--- config.mk ---
export PLATFORM = sky130hd
export DESIGN_NAME = dmem_arbiter_flat
export DESIGN_NICKNAME = d
export VERILOG_FILES = /design/src/rtl/dmem_arbiter_if.sv /design/src/rtl/dmem_arbiter.sv /design/src/flat_wrapper.sv
export SDC_FILE = /design/constraint.sdc
export NUM_CORES = 1
export LEC_CHECK = 0
export ABC_AREA = 1
export CAP_MARGIN = 20
export CORE_AREA = 10 10 112 114
export DETAILED_ROUTE_END_ITERATION = 12
export DIE_AREA = 0 0 122 124
export PLACE_DENSITY = 0.74
export SLEW_MARGIN = 10
export SYNTH_ARGS = -nofsm -noshare
export SYNTH_HDL_FRONTEND = slang
export SYNTH_SLANG_ARGS = --single-unit
--- constraint.sdc ---
create_clock -name clk -period 4.8 [get_ports clk]
set_input_delay 1.2 -clock clk [delete_from_list [all_inputs] [get_ports clk]]
set_output_delay 1.2 -clock clk [all_outputs]
set_load 0.1 [all_outputs]
--- src/rtl/dmem_arbiter_if.sv ---
// Data-memory arbiter bus: core port, accelerator port and dmem port.
// slave = arbiter view, master = requester/memory side view.
interface dmem_arbiter_if;
  logic        cpu_req;
  logic [31:0] cpu_addr;
  logic [31:0] cpu_wdata;
  logic [3:0]  cpu_byte_en;
  logic        cpu_stall;
  logic [31:0] cpu_rdata;
  logic        acc_req;
  logic        acc_lock;
  logic [31:0] acc_addr;
  logic [31:0] acc_wdata;
  logic [3:0]  acc_byte_en;
  logic        acc_gnt;
  logic [31:0] acc_rdata;
  logic        acc_rvalid;
  logic [31:0] mem_addr;
  logic [31:0] mem_wdata;
  logic [3:0]  mem_byte_en;
  logic        mem_read;
  logic [31:0] mem_rdata;

  modport slave (
    input  cpu_req, cpu_addr, cpu_wdata, cpu_byte_en,
    input  acc_req, acc_lock, acc_addr, acc_wdata,
    input  acc_byte_en, mem_rdata,
    output cpu_stall, cpu_rdata, acc_gnt, acc_rdata,
    output acc_rvalid, mem_addr, mem_wdata,
    output mem_byte_en, mem_read
  );

  modport master (
    output cpu_req, cpu_addr, cpu_wdata, cpu_byte_en,
    output acc_req, acc_lock, acc_addr, acc_wdata,
    output acc_byte_en, mem_rdata,
    input  cpu_stall, cpu_rdata, acc_gnt, acc_rdata,
    input  acc_rvalid, mem_addr, mem_wdata,
    input  mem_byte_en, mem_read
  );
endinterface

--- src/rtl/dmem_arbiter.sv ---
// Shares dmem between the core LSU (static priority) and the accelerator.
// Ports: clk, reset (sync active-low), bus (slave: cpu_*, acc_*, mem_*).
module dmem_arbiter #(
  parameter int MAX_WAIT = 4,
  parameter int LOCK_MAX = 8
) (
  input  logic          clk,
  input  logic          reset,
  dmem_arbiter_if.slave bus
);

  localparam int WW = $clog2(MAX_WAIT + 1);
  localparam int LW = $clog2(LOCK_MAX + 1);

  typedef enum logic [1:0] {
    S_IDLE,
    S_CPU,
    S_ACC,
    S_LOCK
  } state_e;

  state_e      state_q, state_d;
  logic [WW-1:0] wait_q, wait_d;
  logic [LW-1:0] lock_q, lock_d;
  logic [31:0] rdata_q, rdata_d;
  logic        rvalid_q, rvalid_d;

  logic        gnt_cpu;
  logic        gnt_acc;
  logic        hold;
  logic [3:0]  sel_be;

  // Grant decision; grants are suppressed while reset is held low.
  always_comb begin
    gnt_cpu = 1'b0;
    gnt_acc = 1'b0;
    hold    = 1'b0;
    if (reset) begin
      if (state_q == S_LOCK && bus.acc_req &&
          lock_q < LW'(LOCK_MAX)) begin
        gnt_acc = 1'b1;
        hold    = 1'b1;
      end else if (bus.acc_req &&
                   wait_q == WW'(MAX_WAIT)) begin
        gnt_acc = 1'b1;
      end else if (bus.cpu_req) begin
        gnt_cpu = 1'b1;
      end else if (bus.acc_req) begin
        gnt_acc = 1'b1;
      end
    end
  end

  // Next state, counters and accelerator read capture.
  always_comb begin
    state_d  = S_IDLE;
    wait_d   = '0;
    lock_d   = '0;
    rdata_d  = rdata_q;
    rvalid_d = 1'b0;

    if (gnt_acc) begin
      state_d = bus.acc_lock ? S_LOCK : S_ACC;
    end else if (gnt_cpu) begin
      state_d = S_CPU;
    end

    if (bus.acc_req && !gnt_acc) begin
      if (wait_q == WW'(MAX_WAIT)) begin
        wait_d = wait_q;
      end else begin
        wait_d = wait_q + WW'(1);
      end
    end

    // Only a rule-1 grant extends a lock; any other way in restarts at 1.
    if (state_d == S_LOCK) begin
      lock_d = hold ? lock_q + LW'(1) : LW'(1);
    end

    if (gnt_acc && bus.acc_byte_en == 4'b0000) begin
      rdata_d  = bus.mem_rdata;
      rvalid_d = 1'b1;
    end
  end

  always_ff @(posedge clk) begin
    if (!reset) begin
      state_q  <= S_IDLE;
      wait_q   <= '0;
      lock_q   <= '0;
      rdata_q  <= '0;
      rvalid_q <= 1'b0;
    end else begin
      state_q  <= state_d;
      wait_q   <= wait_d;
      lock_q   <= lock_d;
      rdata_q  <= rdata_d;
      rvalid_q <= rvalid_d;
    end
  end

  // Memory port mux.
  always_comb begin
    bus.mem_addr  = '0;
    bus.mem_wdata = '0;
    sel_be        = 4'b0000;
    if (gnt_acc) begin
      bus.mem_addr  = bus.acc_addr;
      bus.mem_wdata = bus.acc_wdata;
      sel_be        = bus.acc_byte_en;
    end else if (gnt_cpu) begin
      bus.mem_addr  = bus.cpu_addr;
      bus.mem_wdata = bus.cpu_wdata;
      sel_be        = bus.cpu_byte_en;
    end
  end

  assign bus.mem_byte_en = sel_be;
  assign bus.mem_read    = (gnt_acc | gnt_cpu) &
                           (sel_be == 4'b0000);
  assign bus.cpu_stall   = reset & bus.cpu_req & ~gnt_cpu;
  assign bus.cpu_rdata   = bus.mem_rdata;
  assign bus.acc_gnt     = gnt_acc;
  assign bus.acc_rdata   = rdata_q;
  assign bus.acc_rvalid  = rvalid_q;

endmodule

--- src/flat_wrapper.sv ---
// flat-port wrapper written by rule: the top's interface ports become plain ports
module dmem_arbiter_flat 
#(
  parameter int MAX_WAIT = 4,
  parameter int LOCK_MAX = 8
)
  (clk, reset, bus_cpu_req, bus_cpu_addr, bus_cpu_wdata, bus_cpu_byte_en, bus_acc_req, bus_acc_lock, bus_acc_addr, bus_acc_wdata, bus_acc_byte_en, bus_mem_rdata, bus_cpu_stall, bus_cpu_rdata, bus_acc_gnt, bus_acc_rdata, bus_acc_rvalid, bus_mem_addr, bus_mem_wdata, bus_mem_byte_en, bus_mem_read);
  dmem_arbiter_if bus_i ();
  input  logic clk;
  input  logic reset;
  input wire logic [$bits(bus_i.cpu_req)-1:0] bus_cpu_req;
  input wire logic [$bits(bus_i.cpu_addr)-1:0] bus_cpu_addr;
  input wire logic [$bits(bus_i.cpu_wdata)-1:0] bus_cpu_wdata;
  input wire logic [$bits(bus_i.cpu_byte_en)-1:0] bus_cpu_byte_en;
  input wire logic [$bits(bus_i.acc_req)-1:0] bus_acc_req;
  input wire logic [$bits(bus_i.acc_lock)-1:0] bus_acc_lock;
  input wire logic [$bits(bus_i.acc_addr)-1:0] bus_acc_addr;
  input wire logic [$bits(bus_i.acc_wdata)-1:0] bus_acc_wdata;
  input wire logic [$bits(bus_i.acc_byte_en)-1:0] bus_acc_byte_en;
  input wire logic [$bits(bus_i.mem_rdata)-1:0] bus_mem_rdata;
  output wire logic [$bits(bus_i.cpu_stall)-1:0] bus_cpu_stall;
  output wire logic [$bits(bus_i.cpu_rdata)-1:0] bus_cpu_rdata;
  output wire logic [$bits(bus_i.acc_gnt)-1:0] bus_acc_gnt;
  output wire logic [$bits(bus_i.acc_rdata)-1:0] bus_acc_rdata;
  output wire logic [$bits(bus_i.acc_rvalid)-1:0] bus_acc_rvalid;
  output wire logic [$bits(bus_i.mem_addr)-1:0] bus_mem_addr;
  output wire logic [$bits(bus_i.mem_wdata)-1:0] bus_mem_wdata;
  output wire logic [$bits(bus_i.mem_byte_en)-1:0] bus_mem_byte_en;
  output wire logic [$bits(bus_i.mem_read)-1:0] bus_mem_read;
  assign bus_i.cpu_req = bus_cpu_req;
  assign bus_i.cpu_addr = bus_cpu_addr;
  assign bus_i.cpu_wdata = bus_cpu_wdata;
  assign bus_i.cpu_byte_en = bus_cpu_byte_en;
  assign bus_i.acc_req = bus_acc_req;
  assign bus_i.acc_lock = bus_acc_lock;
  assign bus_i.acc_addr = bus_acc_addr;
  assign bus_i.acc_wdata = bus_acc_wdata;
  assign bus_i.acc_byte_en = bus_acc_byte_en;
  assign bus_i.mem_rdata = bus_mem_rdata;
  assign bus_cpu_stall = bus_i.cpu_stall;
  assign bus_cpu_rdata = bus_i.cpu_rdata;
  assign bus_acc_gnt = bus_i.acc_gnt;
  assign bus_acc_rdata = bus_i.acc_rdata;
  assign bus_acc_rvalid = bus_i.acc_rvalid;
  assign bus_mem_addr = bus_i.mem_addr;
  assign bus_mem_wdata = bus_i.mem_wdata;
  assign bus_mem_byte_en = bus_i.mem_byte_en;
  assign bus_mem_read = bus_i.mem_read;
  dmem_arbiter #(.MAX_WAIT(MAX_WAIT), .LOCK_MAX(LOCK_MAX)) u_core (.clk(clk), .reset(reset), .bus(bus_i));
endmodule
==> impl_metrics.json, run 1 <==
{
  "worstReg2RegStart": "u_core.wait_q[0]",
  "end_kind": "output pin",
  "die_w_um": 122,
  "routabilityCongestion": 0.8563,
  "power_leakage_nw": 2.626,
  "num-fill-cells": 846,
  "clkTransAtPathRegs_ns": 0.07,
  "diodes": 0,
  "cp_data_required_time_ns": 3.60,
  "hold_path_depth": 1,
  "wl_per_cell_um": 21.46,
  "worstPathCellList": "clkdlybuf4s50_1 -> nand2_1 -> nor2_4 -> nor2_1 -> nor2_4 -> buf_4 -> a22o_1 -> buf_12",
  "dp_cells": 719,
  "min_from": "u_core.lock_q[3]",
  "synth_edf_count": 0,
  "numCtsBuffers": 5,
  "clk_latency_ns": 0.29,
  "setup_viol": 0,
  "hold_end": "u_core.lock_q[3]",
  "finalHoldWorstSlack_ns": 0.4623,
  "drive_above_1_share_pct": 20.98,
  "coreArea_sq_mm": 0.01023,
  "clock_skew_ns": 0.01619,
  "design_area_sq_mm": 0.006170,
  "rsz0062_at_grt": "false",
  "relSlewSlack_pct": 32.20,
  "synth_commonest_cells": "85 x nand2_1, 64 x a22o_1, 42 x dfxtp_1, 40 x nand3_1, 36 x buf_4",
  "syn2layout_area_growth_pct": 147.3,
  "async_flop_share_pct": 0,
  "gr-usage-all-layers_pct": 18.44,
  "cts_resized": 0,
  "ys_seq_area_share_pct": 33.70,
  "p_per_area_mw_per_mm2": 231.8,
  "fmax_mhz": 226.9,
  "first_iter_violations": 185,
  "cts_setup_buffers": 0,
  "cp_max_fo": 41,
  "netlist.top_cell.by_area": "dfxtp_1",
  "antenna_found_initial": 0,
  "period_share_pct": 91.82,
  "dr.pass1.iters": 4,
  "tightest_slew_ns": 1.014,
  "ys.warnings.count": 0,
  "antenna_left": 0,
  "nets": 766,
  "dp_hpwl_um": 13650,
  "grt_pass1_vias": 3378,
  "ctsHoldBuffers": 0,
  "worstSetupStartpointType": "primary input",
  "layout_min_cycle_time_ns": 4.408,
  "max_cap_viol_count": 0,
  "synth.cell_area_sq_mm": 0.002495,
  "drc_errors": 0,
  "portBuffers": 308,
  "yosysMostFrequentCell": "nand2_1",
  "h-tree-depth": 2,
  "die_h_um": 124,
  "grt_overflow": 0,
  "root_buffer": "clkbuf_8",
  "r2r-end": "u_core.bus.acc_rdata[9]",
  "grt_max_degree": 42,
  "cts_tree": "done",
  "placed_area_sq_mm": 0.006083,
  "status": "finished clean",
  "vias": 3317,
  "stdcell_count": 727,
  "io_pins": 309,
  "r2r_slack_ns": 2.64,
  "viasPerCell": 4.563,
  "start_util_pct": 24.39,
  "synth_flop_cell": "dfxtp_1",
  "synth_area_per_cell_sq_um": 7.700,
  "min_path_type": "flip-flop to flip-flop",
  "clockBufferDepth": 2,
  "die_area_sq_mm": 0.01513,
  "ys_ff_latch": 42,
  "wl_um": 15600,
  "ff2ff_path_depth": 11,
  "finalSetupTns_ns": 0,
  "ys_top_cells_by_area": "dfxtp_1 34%, a22o_1 22%, nand2_1 13%",
  "arrival_ns": 3.21,
  "finalMaxSlewViolations": 0,
  "synth_cell_type_count": 23,
  "netlist.area_leader.share_pct": 33.70,
  "crit_type": "primary input to output pin",
  "ir_drop_uv": 112.1,
  "cpMostUsedCell": "nor2_4",
  "slowest_stage": "clkdlybuf4s50_1",
  "ff_latch_area_sq_um": 840.8,
  "synth_fp_nets": 500,
  "netlist_instances": 324,
  "max_stage_delay_ns": 0.57,
  "placement_rows": 37,
  "grt_pass1_wl_um": 21430,
  "hold_viol": 0,
  "multi_input_area_sq_mm": 0.001269,
  "numClockSinks": 42
}
layout by cell type, fill, tap and decap left out:
cell type,instances
clkbuf_8,5
inv_1,9
xnor2_1,2
nor3_2,1
clkinv_4,1
o21ai_0,1
nand3_1,40
clkdlybuf4s50_1,205
xor2_1,1
inv_2,1
nor2_4,3
ha_1,3
clkinv_2,1
nor2_1,8
nor4_1,2
buf_4,39
dfxtp_1,42
nand2_1,85
buf_12,71
nand4_1,1
nor2_2,1
clkbuf_1,1
a22o_1,64
nand2_2,1
a21oi_1,3
worst max path at each step:
stage / from / to / slack [ns] / cells after the start
floorplan: bus_acc_req / bus_mem_read / 0.18 / 10
global placement: bus_acc_req / bus_mem_wdata[8] / 0.48 / 8
detailed placement: bus_acc_req / bus_mem_wdata[26] / 0.42 / 8
CTS: bus_acc_req / bus_mem_wdata[8] / 0.42 / 8
global route: bus_acc_req / bus_mem_wdata[17] / 0.25 / 8
finish: bus_acc_req / bus_mem_wdata[9] / 0.39 / 8
worst max-delay path, delay by kind of cell:
| family | cells | cell delay, ns |
|---|---|---|
| compound gates | 1 | 0.26 |
| buf+inv | 3 | 1.17 |
| simple gates | 4 | 0.56 |
layer usage:
metal	wire length (um)	GRT usage [%]	vias up
met1	5559	19.42	1513
met5	0	0	-
met2	8347	34.05	171
met3	1634	7.828	6
li1	-	-	1627
met4	63	2.757	0
stage by stage:
step | total power [W] | setup slack (ns) | utilization [%]
after floorplan | 0.0008543 | 0.1826 | -
final | 0.001430 | 0.3924 | 60.30
after detailed placement | 0.001214 | 0.4163 | 59.46
after CTS | 0.001441 | 0.4198 | 60.30
after global placement | 0.001208 | 0.4825 | 59.46
after global routing | 0.001477 | 0.2491 | 60.30
cells by family (layout without fill, tap and decap cells):
group | count (synthesis) | in the layout | share of synthesized area (%)
and+or+nand+nor | 142 | 142 | 24.52
buffers and inverters | 66 | 333 | 15.95
adders and majority gates | 3 | 3 | 1.505
DFF | 42 | 42 | 33.70
xor gates and xnor gates | 3 | 3 | 1.053
AOI/OAI and AO/OA | 68 | 68 | 23.27
power breakdown:
group	total [W]	switching [W]	internal (W)
Clock	0.000227	0.000124	0.000103
Combinational	0.000849	0.000528	0.000321
Sequential	0.000354	0.00000185	0.000352
Total	0.00143	0.000654	0.000776
layout make-up:
| cell class | count | area share [%] |
|---|---|---|
| clock buffer | 6 | 1.176 |
| clock inverter | 2 | 0.2231 |
| inverter | 10 | 0.6084 |
| multi-input combinational | 216 | 20.56 |
| sequential | 42 | 13.63 |
| tap | 136 | 2.758 |
| timing repair buffer | 315 | 61.04 |
sequential cells by signal (all words and copies together), names as in the netlist:
signal / flops
u_core.state_q: 2
u_core.bus.acc_rdata: 32
u_core.wait_q: 3
u_core.bus.acc_rvalid: 1
u_core.lock_q: 4
Note: power is estimated with default switching activity, not from simulation.
==> run 2: changes to the inputs <==
--- a/config.mk
+++ b/config.mk
@@ -8,2 +8,3 @@
 export ABC_AREA = 1
+export ABC_CLOCK_PERIOD_IN_PS = 4800
 export CAP_MARGIN = 20
@@ -12,2 +13,3 @@
 export DIE_AREA = 0 0 122 124
+export HOLD_SLACK_MARGIN = 0.08
 export PLACE_DENSITY = 0.74
==> constraint.sdc (replaced) <==
create_clock -name clk -period 4.8 [get_ports clk]
set_input_delay 1.44 -clock clk [delete_from_list [all_inputs] [get_ports clk]]
set_output_delay 1.44 -clock clk [all_outputs]
set_load 0.1 [all_outputs]
==> run 2 against run 1 <==
- final area up 1.2%
- clock-buffer cell count down 1
- total power up 0.66%
- hold slack better by 0.0033 ns
- sequential power about the same
- critical path type unchanged
- non-clock buffer count up 1
- sequential share of layout area down 0.16 points
- die area unchanged
- critical path depth up 3
- clock power about the same
==> impl_metrics.json, run 2 (same netlist as run 1, synthesis figures left out) <==
{
  "ff2ff_path_depth": 10,
  "dr.pass1.iters": 5,
  "io_pins": 309,
  "pwr-share-seq_pct": 24.6,
  "r2r-end": "u_core.bus.acc_rdata[29]",
  "grt_max_degree": 39,
  "layout_min_cycle_time_ns": 4.606,
  "multi_input_area_sq_mm": 0.001271,
  "max_cap_viol_count": 0,
  "largest_reg_flops": 32,
  "combinationalPowerShare_pct": 59.5,
  "die_w_um": 122,
  "routabilityCongestion": 0.8867,
  "post-place-ws_ns": 0.04630,
  "root_buffer": "clkbuf_8",
  "drive_above_1_share_pct": 21.45,
  "crit_type": "primary input to output pin",
  "internal-power_w": 0.0007813,
  "p_sw_share_pct": 45.73,
  "fin_ws_ns": 0.1937,
  "finalSetupTns_ns": 0,
  "crit_start": "bus_cpu_req",
  "end_kind": "output pin",
  "die_h_um": 124,
  "nets": 767,
  "vias": 3351,
  "clock_skew_ns": 0.009317,
  "hold_viol": 0,
  "p_sw_w": 0.0006584,
  "ir_drop_uv": 162.4,
  "power_leakage_nw": 2.661,
  "min_path_type": "flip-flop to flip-flop",
  "wl_per_cell_um": 21.61,
  "mostFrequentLayoutCells": "204 x clkdlybuf4s50_1, 85 x nand2_1, 74 x buf_12, 64 x a22o_1, 42 x dfxtp_1",
  "syn2layout_area_growth_pct": 150.2,
  "grt_overflow": 0,
  "worstSetupStartpointType": "primary input",
  "drc_errors": 0,
  "ctsHoldBuffers": 0,
  "tightest_slew_ns": 1.024,
  "start_util_pct": 24.39,
  "antenna_found_initial": 0,
  "coreArea_sq_mm": 0.01023,
  "ff_latch_area_sq_um": 840.8,
  "diodes": 0,
  "design_area_sq_mm": 0.006242,
  "placed_area_sq_mm": 0.006121,
  "grt_pass1_vias": 3437,
  "die_area_sq_mm": 0.01513,
  "clkTransAtPathRegs_ns": 0.09,
  "viasPerCell": 4.603,
  "endpoint": "bus_mem_read",
  "relSlewSlack_pct": 31.53,
  "h-tree-depth": 2,
  "arrival_ns": 3.17,
  "wl_um": 15730,
  "antenna_left": 0,
  "rsz0062_at_grt": "false",
  "cp_max_fo": 8,
  "numClockSinks": 42,
  "cp_data_required_time_ns": 3.36,
  "r2r_slack_ns": 2.29,
  "p_clk_share_pct": 15.9,
  "portBuffers": 308,
  "num-fill-cells": 826,
  "fmax_mhz": 217.1,
  "clk_latency_ns": 0.29,
  "period_share_pct": 95.96,
  "cts_tree": "done",
  "dp_hpwl_um": 13730,
  "grt_pass1_wl_um": 21630,
  "gr-usage-all-layers_pct": 18.68,
  "setup_viol": 0,
  "first_iter_violations": 133,
  "worstReg2RegStart": "u_core.wait_q[0]",
  "numCtsBuffers": 5,
  "status": "finished clean",
  "placement_rows": 37,
  "p_per_area_mw_per_mm2": 230.6,
  "clockBufferDepth": 2,
  "finalMaxSlewViolations": 0,
  "layout_commonest_cell": "clkdlybuf4s50_1"
}
-- run 2: final cells by class --
cell class / instances / area share [%]
repair buffers: 316 / 61.44
multi-input cells: 216 / 20.36
flip-flops and latches: 42 / 13.47
well taps: 136 / 2.726
clock buffers: 5 / 1.102
inverters: 10 / 0.6013
clock inverters: 3 / 0.3007
-- run 2: power groups by stage --
stage | combinational (W) | sequential [W] | clock (W)
final | 0.000857 | 0.000354 | 0.000229
after global routing | 0.000879 | 0.000354 | 0.000253
after CTS | 0.000859 | 0.000354 | 0.000241
after detailed placement | 0.000857 | 0.000362 | 0
after global placement | 0.000850 | 0.000362 | 0
after floorplan | 0.000477 | 0.000378 | 0
-- run 2: through the flow --
step                hold slack, ns  std cells  utilization, %   power, W
floorplan                   0.4210        324               -  0.0008543
global placement            0.4334        719           59.83   0.001212
detailed placement          0.4563        719           59.83   0.001219
CTS                         0.4692        727           60.68   0.001453
global route                0.4805        728           61.01   0.001487
finish                      0.4655        728           61.01   0.001440
-- run 2: critical path: stages --
cell             delay [ns]
clkdlybuf4s50_1        0.46
inv_1                  0.11
nand2_1                0.07
nand2_1                0.10
nor2_2                 0.06
nor2_4                 0.29
nor2_1                 0.07
nor2_1                 0.11
nand2_1                0.07
nor2_2                 0.18
buf_12                 0.21
-- run 2: metal layers --
metal	track usage, %	vias up	part of all wire, %	routed length (um)
li1	-	1633	-	-
met1	19.20	1534	34	5369
met2	35.03	170	55	8592
met3	8.281	14	11	1689
met4	2.385	0	0.51	80
met5	0	-	0	0
-- run 2: worst min path at each step --
| stage | end | start | cells after the start | slack [ns] |
|---|---|---|---|---|
| floorplan | u_core.lock_q[3] | u_core.lock_q[3] | 1 | 0.42 |
| global placement | u_core.lock_q[3] | u_core.lock_q[3] | 1 | 0.43 |
| detailed placement | u_core.bus.acc_rdata[4] | u_core.bus.acc_rdata[4] | 2 | 0.46 |
| CTS | u_core.bus.acc_rdata[0] | u_core.bus.acc_rdata[0] | 2 | 0.47 |
| global route | u_core.bus.acc_rdata[6] | u_core.bus.acc_rdata[6] | 2 | 0.48 |
| finish | u_core.bus.acc_rdata[6] | u_core.bus.acc_rdata[6] | 2 | 0.47 |
-- run 2: repair_timing --
item	in CTS	in global routing
endpoints found under the setup margin	0	58
gates resized for setup	0	3
setup buffers	0	0
==> RTL edit, RTL diff (flow settings as in run 2) <==
`MAX_WAIT` is set to 4 in 2 places; all go to 2.
--- a/src/rtl/dmem_arbiter.sv
+++ b/src/rtl/dmem_arbiter.sv
@@ -1,7 +1,7 @@
 // Shares dmem between the core LSU (static priority) and the accelerator.
 // Ports: clk, reset (sync active-low), bus (slave: cpu_*, acc_*, mem_*).
 module dmem_arbiter #(
-  parameter int MAX_WAIT = 4,
+  parameter int MAX_WAIT = 2,
   parameter int LOCK_MAX = 8
 ) (
   input  logic          clk,
--- a/src/flat_wrapper.sv
+++ b/src/flat_wrapper.sv
@@ -1,7 +1,7 @@
 // flat-port wrapper written by rule: the top's interface ports become plain ports
 module dmem_arbiter_flat 
 #(
-  parameter int MAX_WAIT = 4,
+  parameter int MAX_WAIT = 2,
   parameter int LOCK_MAX = 8
 )
   (clk, reset, bus_cpu_req, bus_cpu_addr, bus_cpu_wdata, bus_cpu_byte_en, bus_acc_req, bus_acc_lock, bus_acc_addr, bus_acc_wdata, bus_acc_byte_en, bus_mem_rdata, bus_cpu_stall, bus_cpu_rdata, bus_acc_gnt, bus_acc_rdata, bus_acc_rvalid, bus_mem_addr, bus_mem_wdata, bus_mem_byte_en, bus_mem_read);
Formal check against the unedited RTL: not equivalent (a bounded check fails within 4 cycles, from zero or initial values and one cycle with reset low).
==> RTL edit against run 2 <==
- area after synthesis up 7.5%
- sequential cell count down 1
- clock skew about the same
- sequential share of layout area down 0.64 points
- power up 2.1%
- setup slack worse by 0.11 ns
- wire length up 6.4%
- design area up 2.5%
- worst hold slack better by 0.0095 ns
- maximum frequency down 2.3%
- combinational power up 6.2%
- critical endpoint is now bus_mem_wdata[17]
- highest routed layer unchanged
==> RTL edit: results (changes against run 2) <==
root buffer cell=clkbuf_8 (unchanged); Via Count=3462 (was 3351); status=finished clean (unchanged); compound-gate portion of the synthesized area=21.79% (was 23.27%); CP required=3.36 ns (about the same); FILL cells=833 (was 826); largest net degree at the start of global routing=36 (was 39); asr flop ratio synth=0% (unchanged); multiplexer area fraction after synthesis=0% (unchanged); Nets=794 (was 767); skew final=0.009795 ns (was 0.009317 ns); ranking of synthesized cells by area=dfxtp_1 (31%), a22o_1 (21%), buf_4 (11%) (was dfxtp_1 (34%), a22o_1 (22%), nand2_1 (13%)); Synth Area in Adders=0.9333% (was 1.505%); Seq/Total Area, Yosys=30.61% (was 33.70%); CTS buffer count=5 (unchanged); initial antenna violation count=0 (unchanged); WP data arrival=3.28 ns (was 3.17 ns); vias in the first global route=3632 (was 3437); Yosys cell types=22 (was 23); crit-path max cell delay=0.57 ns (was 0.46 ns); Avg WL per Cell=22.14 µm (was 21.61 µm); Slew headroom=31.33% (was 31.53%); Ys Warns=0 (unchanged); first-pass GRT wire length=22940 µm (was 21630 µm); post-DP HPWL=14700 µm (was 13730 µm); Post-synth top cells=nor2_1 (73), a22o_1 (64), nand2_1 (57) (was nand2_1 (85), a22o_1 (64), dfxtp_1 (42)); GRT Resource Usage Total=19.80% (was 18.68%); RePlAce Congestion=0.9400 (was 0.8867); Worst Path Max Fanout=28 (was 8); fraction of layout cells with a size suffix above 1=21.29% (was 21.45%); DP Area=6285 µm² (was 6121 µm²); CTS max path bufs=2 (unchanged); CP max stage cell=clkdlybuf4s50_1 (unchanged); H-Tree Depth=2 (unchanged); VDD IR max=0.1571 mV (was 0.1624 mV); initial drt markers=273 (was 133); Pleak=2.655 nW (was 2.661 nW); top-area cell type share of the netlist area=30.61% (was 33.70%); top cell family by delay on the critical path=buffers and inverters (was simple AND/OR/NAND/NOR gates); xor and xnor area share after synthesis=0.6533% (was 1.053%); Skew-Pair Late Insertion Delay=0.28 ns; Mapped Nets=529 (was 500); Worst-path clk slew=0.08 ns
## RTL edit: cell count changes in the layout (fill, tap and decap cells not counted), moves of 2 or more
cell	before	now
nand3_1	40	4
nor4_1	2	0
nor2_1	7	71
inv_1	9	7
nand2_1	85	56
nor2_4	3	1
buf_4	35	38
nand3b_1	0	32
## RTL edit: cell families after synthesis
| kind of cell | Yosys count |
|---|---|
| XOR/XNOR | 2 |
| AO/OA/AOI/OAI | 68 |
| adder cells (fa/ha/maj) | 2 |
| flip-flops | 41 |
| AND/OR/NAND/NOR | 170 |
| buffers and inverters | 71 |
## RTL edit: layout make-up
type                    instances  area share, %
repair buffers                318          60.02
multi-input cells             243          22.52
flip-flops and latches         41          12.83
well taps                     136          2.660
clock buffers                   5          1.076
inverters                      10         0.6260
clock inverters                 3         0.2739
## RTL edit: repair_timing
action / CTS / global route
setup endpoints to repair: 0 / 3
buffers inserted: 0 / 2
resized for setup: 0 / 2
hold endpoints to repair: 0 / 0
## RTL edit: worst reg2reg max path: stages, from the launching register on
cell,delay [ns]
dfxtp_1,0.32
inv_1,0.07
ha_1,0.26
inv_2,0.06
nand2_1,0.06
nand3_1,0.18
nand2_2,0.28
buf_4,0.35
and2_1,0.18
buf_4,0.31
nor2_1,0.10
nor2_1,0.11
## RTL edit: stage by stage
| step | util (%) | std cells | TNS, ns | total power [mW] | setup slack (ns) |
|---|---|---|---|---|---|
| floorplan | - | 354 | -0.02898 | 0.8854 | -0.02898 |
| global placement | 61.43 | 745 | 0 | 1.257 | 0.07398 |
| detailed placement | 61.43 | 745 | 0 | 1.264 | 0.01019 |
| CTS | 62.27 | 753 | 0 | 1.480 | 0.004575 |
| global route | 62.52 | 756 | 0 | 1.522 | 0.0008384 |
| finish | 62.52 | 756 | 0 | 1.471 | 0.08438 |
## RTL edit: path summary, 6_finish.rpt
path | startpoint | endpoint | slack [ns] | cells after the start
max | bus_acc_req | bus_mem_wdata[17] | 0.08 | 8
min | u_core.bus.acc_rdata[0] | u_core.bus.acc_rdata[0] | 0.48 | 2
min reg2reg | u_core.bus.acc_rdata[0] | u_core.bus.acc_rdata[0] | 0.48 | 2
max reg2reg | u_core.wait_q[0] | u_core.bus.acc_rdata[6] | 2.48 | 11
## RTL edit: power breakdown
group / total (mW) / internal [mW] / switching, mW
registers: 0.347 / 0.344 / 0.00217
logic: 0.910 / 0.344 / 0.566
clock network: 0.214 / 0.100 / 0.113
total: 1.47 / 0.789 / 0.682
## RTL edit: metal layers
metal  up-vias  global-route usage (%)  part of all wire (%)
met5         -                       0                     0
met4         0                   2.757                  0.80
met3         8                   7.828                    11
met2       156                   36.20                    54
met1      1597                   21.55                    35
li1       1701                       -                     -
